--- config.mk ---
export PLATFORM = sky130hd
export DESIGN_NAME = crubits_sync
export DESIGN_NICKNAME = d
export VERILOG_FILES = /design/src/rtl/crubits_sync.sv
export SDC_FILE = /design/constraint.sdc
export NUM_CORES = 1
export LEC_CHECK = 0
export CORE_UTILIZATION = 41
export CTS_CLUSTER_DIAMETER = 60
export DETAILED_ROUTE_END_ITERATION = 12
export GPL_ROUTABILITY_DRIVEN = 0
export PLACE_DENSITY = 0.8
export SYNTH_ARGS = -nofsm -noshare
export SYNTH_HDL_FRONTEND = slang
export SYNTH_SLANG_ARGS = --single-unit
--- constraint.sdc ---
create_clock -name clk -period 1.8 [get_ports clk]
set_input_delay 0.36 -clock clk [delete_from_list [all_inputs] [get_ports clk]]
set_output_delay 0.36 -clock clk [all_outputs]
set_load 0.01 [all_outputs]
--- src/rtl/crubits_sync.sv ---
// -----------------------------------------------------------------------------
// crubits_sync
//
// Clock-synchronous CRU output-bit latch for a TI-99/4A PEB card at CRU base
// >1x00 (x = cru_base). The asynchronous TI CRU write strobe is synchronised
// into clk. Address and data are captured while the synchronised strobe is low.
// The write is committed on the strobe's rising edge, which is detected in the
// clk domain. Read-back is purely combinational from the TI-side inputs.
//
// Ports:
//   clk          in   system clock (>= 4x the CRU strobe rate)
//   reset        in   synchronous, active-high reset
//   cru_base     in   card-select nibble, compared with addr[4:7]
//   ti_cru_clk   in   TI CRUCLK, active low, asynchronous
//   ti_memen     in   TI MEMEN, active low; CRU cycles are valid while it is high
//   addr         in   TI address A0..A14, indexed [0:14] (A14 is the LSB)
//   ti_cru_out   in   TI CRUOUT write data, asynchronous
//   ti_cru_in    out  read-back data (0 when not selected)
//   ti_cru_in_oe out  read-back drive enable
//   bits         out  bit register [0:NUM_BITS-1]; bits[0] is CRU bit 0
//   wr_valid     out  one-cycle pulse per committed write
//   wr_idx       out  index of the last committed write
//   wr_val       out  data of the last committed write
// -----------------------------------------------------------------------------
module crubits_sync #(
  parameter int                  NUM_BITS    = 4,
  parameter int                  IDX_W       = 2,
  parameter int                  SYNC_STAGES = 2,
  parameter logic [0:NUM_BITS-1] RESET_VAL   = {NUM_BITS{1'b0}}
) (
  input  logic                clk,
  input  logic                reset,
  input  logic [3:0]          cru_base,
  input  logic                ti_cru_clk,
  input  logic                ti_memen,
  input  logic [0:14]         addr,
  input  logic                ti_cru_out,
  output logic                ti_cru_in,
  output logic                ti_cru_in_oe,
  output logic [0:NUM_BITS-1] bits,
  output logic                wr_valid,
  output logic [IDX_W-1:0]    wr_idx,
  output logic                wr_val
);

  logic                   w_sel;
  logic [IDX_W-1:0]       w_idx;
  logic                   w_s;
  logic                   w_rise;
  logic                   w_unused_addr;

  logic [SYNC_STAGES-1:0] r_sync;
  logic                   r_s_d;
  logic                   r_hold_sel;
  logic [IDX_W-1:0]       r_hold_idx;
  logic                   r_hold_val;
  logic [0:NUM_BITS-1]    r_bits;
  logic                   r_wr_valid;
  logic [IDX_W-1:0]       r_wr_idx;
  logic                   r_wr_val;

  // The low IDX_W address bits select the bit. The middle address bits are
  // deliberately ignored, so the bits mirror across the card's CRU range.
  assign w_idx = addr[15-IDX_W:14];

  // The ignored middle address bits are collected here only to mark them as intentionally unused.
  assign w_unused_addr = &{1'b0, addr[8:14-IDX_W]};

  // Card decode: CRU space >1xxx, matching base nibble, and MEMEN high.
  always_comb begin
    w_sel = 1'b0;
    if ((addr[0:3] == 4'b0001) && (addr[4:7] == cru_base) && ti_memen) begin
      w_sel = 1'b1;
    end else begin
      w_sel = 1'b0;
    end
  end

  // Combinational read-back, so a CRU read needs no clk edge.
  always_comb begin
    ti_cru_in_oe = w_sel;
    ti_cru_in    = 1'b0;
    if (w_sel) begin
      ti_cru_in = r_bits[w_idx];
    end else begin
      ti_cru_in = 1'b0;
    end
  end

  // Strobe synchroniser plus edge-delay flop. Both restart at 1 (idle), so a
  // rising edge already in flight at reset cannot be seen as a rise.
  always_ff @(posedge clk) begin
    if (reset) begin
      r_sync <= {SYNC_STAGES{1'b1}};
      r_s_d  <= 1'b1;
    end else begin
      r_sync <= {r_sync[SYNC_STAGES-2:0], ti_cru_clk};
      r_s_d  <= r_sync[SYNC_STAGES-1];
    end
  end

  assign w_s    = r_sync[SYNC_STAGES-1];
  assign w_rise = w_s & ~r_s_d;

  // Capture decode and data on every cycle while the synchronised strobe is
  // low. A rise then commits only if a low phase was seen since reset.
  always_ff @(posedge clk) begin
    if (reset) begin
      r_hold_sel <= 1'b0;
      r_hold_idx <= {IDX_W{1'b0}};
      r_hold_val <= 1'b0;
    end else if (!w_s) begin
      r_hold_sel <= w_sel;
      r_hold_idx <= w_idx;
      r_hold_val <= ti_cru_out;
    end else begin
      r_hold_sel <= r_hold_sel;
      r_hold_idx <= r_hold_idx;
      r_hold_val <= r_hold_val;
    end
  end

  // Commit the captured write on the strobe's rising edge. wr_valid is a
  // one-cycle pulse. wr_idx and wr_val keep the last committed write.
  always_ff @(posedge clk) begin
    if (reset) begin
      r_bits     <= RESET_VAL;
      r_wr_valid <= 1'b0;
      r_wr_idx   <= {IDX_W{1'b0}};
      r_wr_val   <= 1'b0;
    end else if (w_rise && r_hold_sel) begin
      r_bits[r_hold_idx] <= r_hold_val;
      r_wr_valid         <= 1'b1;
      r_wr_idx           <= r_hold_idx;
      r_wr_val           <= r_hold_val;
    end else begin
      r_wr_valid <= 1'b0;
    end
  end

  assign bits     = r_bits;
  assign wr_valid = r_wr_valid;
  assign wr_idx   = r_wr_idx;
  assign wr_val   = r_wr_val;

endmodule

## Word-level counts from Yosys, hierarchy flattened

Cells that the tools add are included.

- Register bits: 15
- Input port bits: 24
- Output and inout port bits: 10
- Word-level logic and storage cells: 31

- $lt $le $gt $ge: 3
- Equal/unequal tests: 2
- Muxes and demuxes: 9
- Bitwise operators: 4
- Reductions and logical operators: 4

Operators by type and width:

| kind | number |
|---|---|
| >= comparator 3 bit (second input constant) | 2 |
| two-way mux 1 bit | 6 |
| inverter 2 -> 3 bit | 2 |
| bitwise mux 4 bit | 1 |
| == test 4 x 1 -> 1 bit (second input constant) | 1 |
| == test 4 bit | 1 |
| logical AND 1 bit | 4 |
| less-than comparator 3 x 1 -> 1 bit (second input constant) | 1 |
| binary-select mux 1 bit (select 2 bit) | 1 |
| demux 1 bit (select 2 bit) | 1 |
| AND 1 bit | 1 |
| inverter 1 bit | 1 |

## Depth between registers and ports, before layout

- Depth after elaboration: 6
- Gate-level depth with buffers: 4
- Mapped depth without buffers: 3

## Least setup slack after synthesis

Ideal clock, no wire load.

- Kind: input to output
- From: in addr[2] (netlist name)
- To: out ti_cru_in_oe
- Data arrival time: 1.002 ns
- Required time: 1.440 ns
- Path slack: 0.438 ns
- Cell stages on the path: 3
- Path buffers: 0
- Cells stage by stage: nor3b_1 > inv_1 > nor3_1

- Longest elaborated chain between the ends: 4

RTL lines:

| what | RTL line | source |
|---|---|---|
| start: declaration | 36 | `input logic [0:14] addr,` |
| == test 4 x 1 -> 1 bit | 72 | `if ((addr[0:3] == 4'b0001) && (addr[4:7] == cru_base) && ti_memen) begin` |
| logical AND 1 bit (2 in series) | 72 |  |
| two-way mux 1 bit | 72 |  |
| end: declaration | 39 | `output logic ti_cru_in_oe,` |

Every way passes these cells.

## Final worst setup path

- From: in addr[13] (netlist name)
- To: out ti_cru_in

- Longest elaborated chain between the ends: 5

RTL lines:

| what | RTL line | source |
|---|---|---|
| inverter 2 -> 3 bit (not written as such) | 84 | `ti_cru_in = r_bits[w_idx];` |
| binary-select mux 1 bit (select 2 bit) | 84 |  |
| two-way mux 1 bit (not written as such) (2 in series) | 84 |  |
| two-way mux 1 bit | 83 | `if (w_sel) begin` |
| end: declaration | 38 | `output logic ti_cru_in,` |

Every way passes these cells. The select of a mux whose other input is x is not followed.

==> impl_metrics.env <==
export IMPL_clock_power_share_pct=29.9
export IMPL_antenna_left=0
export IMPL_numPortBuffers=28
export IMPL_yosysTopAreaCellShare_pct=43.6
export IMPL_cts_buffer_depth=2
export IMPL_syn_inst=68
export IMPL_insertion_delay_ns=0.28
export IMPL_clockRootBuffer="clkbuf_4"
export IMPL_row_count=14
export IMPL_cts_made_buffers=3
export IMPL_relSlewSlack_pct=75.1
export IMPL_critPathLaunchType="primary input"
export IMPL_p_int_mw=0.477
export IMPL_synth_net_count=92
export IMPL_io_pins=34
export IMPL_grt_pass1_vias=572
export IMPL_timing_rr_end="bits[0]"
export IMPL_drc_errors=0
export IMPL_fin_crit_sh_pct=97.1
export IMPL_ctsHtreeMaxLevel=1
export IMPL_seqPwrFrac_pct=55.9
export IMPL_fin_area_mm2=0.00106
export IMPL_synth_cell_types=28
export IMPL_maxUsedRoutingLayer="met4"
export IMPL_vias_per_cell=5.08
export IMPL_arrival_ns=1.39
export IMPL_status="completed"
export IMPL_power_density_mw_per_mm2=582
export IMPL_synth_avg_cell_area_um2=10.1
export IMPL_coreArea_mm2=0.00154
export IMPL_vdd_drop_max_v=0.000437
export IMPL_hold_class="flop to flop"
export IMPL_avgRoutedWirePerCell_um=11.4
export IMPL_antenna_found_initial=0
export IMPL_synth_warnings=0
export IMPL_die_w_um=43.0
export IMPL_place_area_um2=997
export IMPL_hold_depth=1
export IMPL_drt_pass1_iterations=4
export IMPL_path_clk_slew_ns=0.08
export IMPL_reg2reg_setup_slack_ns=0.57
export IMPL_yosysSeqAreaShare_pct=43.6
export IMPL_drv_cap=0
export IMPL_cts_hold_buf=0
export IMPL_syn_cell_area_um2=688
export IMPL_rr_startpoint="r_sync[1]"
export IMPL_dp_hpwl_um=1040
export IMPL_setup_viol=0
export IMPL_drtIter0Drc=9
export IMPL_finalHoldViolations=0
export IMPL_p_comb_share_pct=14.2
export IMPL_yosysTopAreaCell="dfxtp_1"
export IMPL_hold_end="r_sync[1]"
export IMPL_wl_met1_um=598
export IMPL_fmax_ghz=0.572
export IMPL_die_h_um=43.0
export IMPL_synth_seq_cells=15
export IMPL_grt_overflow=0
export IMPL_synthTopCellsByArea="dfxtp_1 44%, mux2i_1 7.3%, xnor2_1 5.1%"
export IMPL_start_util_pct=44.6
export IMPL_hp_start="r_sync[0]"
export IMPL_r2r_cells=3
export IMPL_async_reset_ff_share_pct=0
export IMPL_drv_slew=0
export IMPL_required_ns=1.44
export IMPL_wl_met2_um=675
export IMPL_crit_type="primary input to output port"
export IMPL_worst_pin_slew_ns=0.373
export IMPL_critPathMaxFanout=2
export IMPL_end_kind="output port"
export IMPL_synthFlopType="dfxtp_1"
export IMPL_grt_pass1_wl_um=2300
export IMPL_rsz0062_at_grt="false"
export IMPL_min_period_ns=1.75
export IMPL_p_sw_mw=0.138
export IMPL_skew_ns=0.000598
export IMPL_cts_sinks=15
export IMPL_syn_to_final_growth_pct=53.5
export IMPL_wl_met3_um=74
export IMPL_nNetsFinal=128
export IMPL_die_area_mm2=0.00185
export IMPL_grt_usage_pct=17.0
export IMPL_whs_ns=0.416
export IMPL_grt_max_degree=9
export IMPL_via_count=605
export IMPL_drive_gt1_share_pct=27.2
export IMPL_cts_tree="done"
export IMPL_antennaDiodeCount=0
export IMPL_synth_edff_count=0
export IMPL_switching_share_pct=22.4
export IMPL_leakage_nw=0.439
export IMPL_routed_wl_um=1360
## area by class of cell
class	count	area [µm²]
Clock buffer	4	26.3
Fill cell	127	485
Inverter	2	7.51
Multi-Input combinational cell	48	405
Sequential cell	15	300
Tap cell	16	20.0
Timing Repair Buffer	34	297
## logic make-up (layout without fill, tap and decap cells)
kind of cell	Yosys count	in the layout	synth area share [%]
flops	15	15	43.6
buf+inv	5	40	4.18
simple gates	30	30	28.7
xor+xnor	4	4	5.09
compound gates	8	8	7.82
mux	6	6	10.5
## per-layer routing
metal,up-vias,global-route usage [%]
li1,308,-
met1,274,19.3
met3,2,6.38
met4,0,7.27
met2,21,28.2
met5,-,0
## cells in the mapped netlist, types with 2 or more instances
cell type / n
nand2b_1: 3
xnor2_1: 4
dfxtp_1: 15
nand4_1: 2
nor2b_1: 2
inv_1: 2
mux2i_1: 5
o21ai_0: 2
nand2_1: 7
or2_2: 2
nor2_1: 4
a21oi_1: 4
## power by group through the flow
stage | Sequential [mW] | Combinational, mW | Clock, mW
after floorplan | 0.347 | 0.0349 | 0
after global placement | 0.351 | 0.0806 | 0
after detailed placement | 0.351 | 0.0823 | 0
after CTS | 0.343 | 0.0830 | 0.191
after global routing | 0.344 | 0.0956 | 0.205
final | 0.343 | 0.0873 | 0.184
## worst max-delay path: stages
cell           delay, ns
dlygate4sd2_1       0.23
mux4_2              0.52
nor4b_4             0.14
buf_2               0.13
## worst max-delay path by stage
stage,startpoint,endpoint,slack [ns],cells past startpoint
2_1_floorplan,addr[2],ti_cru_in_oe,0.44,3
3_3_place_gp,addr[13],ti_cru_in,-0.57,4
3_5_place_dp,addr[13],ti_cru_in,-0.57,4
4_1_cts,addr[6],ti_cru_in,0.02,5
5_1_grt,addr[13],ti_cru_in,0.005,4
6_report,addr[13],ti_cru_in,0.05,4
## state kept, by name, indices dropped and copies added, names as in the netlist
register and cells:
bits 4, r_hold_idx 2, r_hold_sel 1, r_hold_val 1, r_s_d 1, r_sync 2
wr_idx 2, wr_val 1, wr_valid 1
## through the flow
stage	setup slack, ns	util, %	cells	setup TNS, ns	total power [mW]
finish	0.0514	68.5	119	0	0.614
global route	0.00493	68.5	119	0	0.645
CTS	0.0244	67.5	119	0	0.617
detailed placement	-0.567	64.7	113	-1.07	0.433
global placement	-0.565	64.7	113	-1.07	0.431
floorplan	0.438	-	68	0	0.381
## layout by cell type, fill, tap and decap left out, drive strengths merged, types with 2 or more instances in the layout
cell,n
nand3b,2
nor3,2
mux2i,5
nor2,4
nand4,2
nand2b,3
buf,8
or2,3
clkbuf,4
nor2b,2
dlygate4sd2,15
clkdlybuf4s50,11
nand2,7
a21oi,4
dfxtp,15
o21ai,2
xnor2,4
inv,2
## repair_timing
action	in CTS	in global routing
endpoints found under the setup margin	2	1
setup buffers	2	0
pin swaps	9	0
resized for setup	31	2
(Power assumes the default switching activity.)
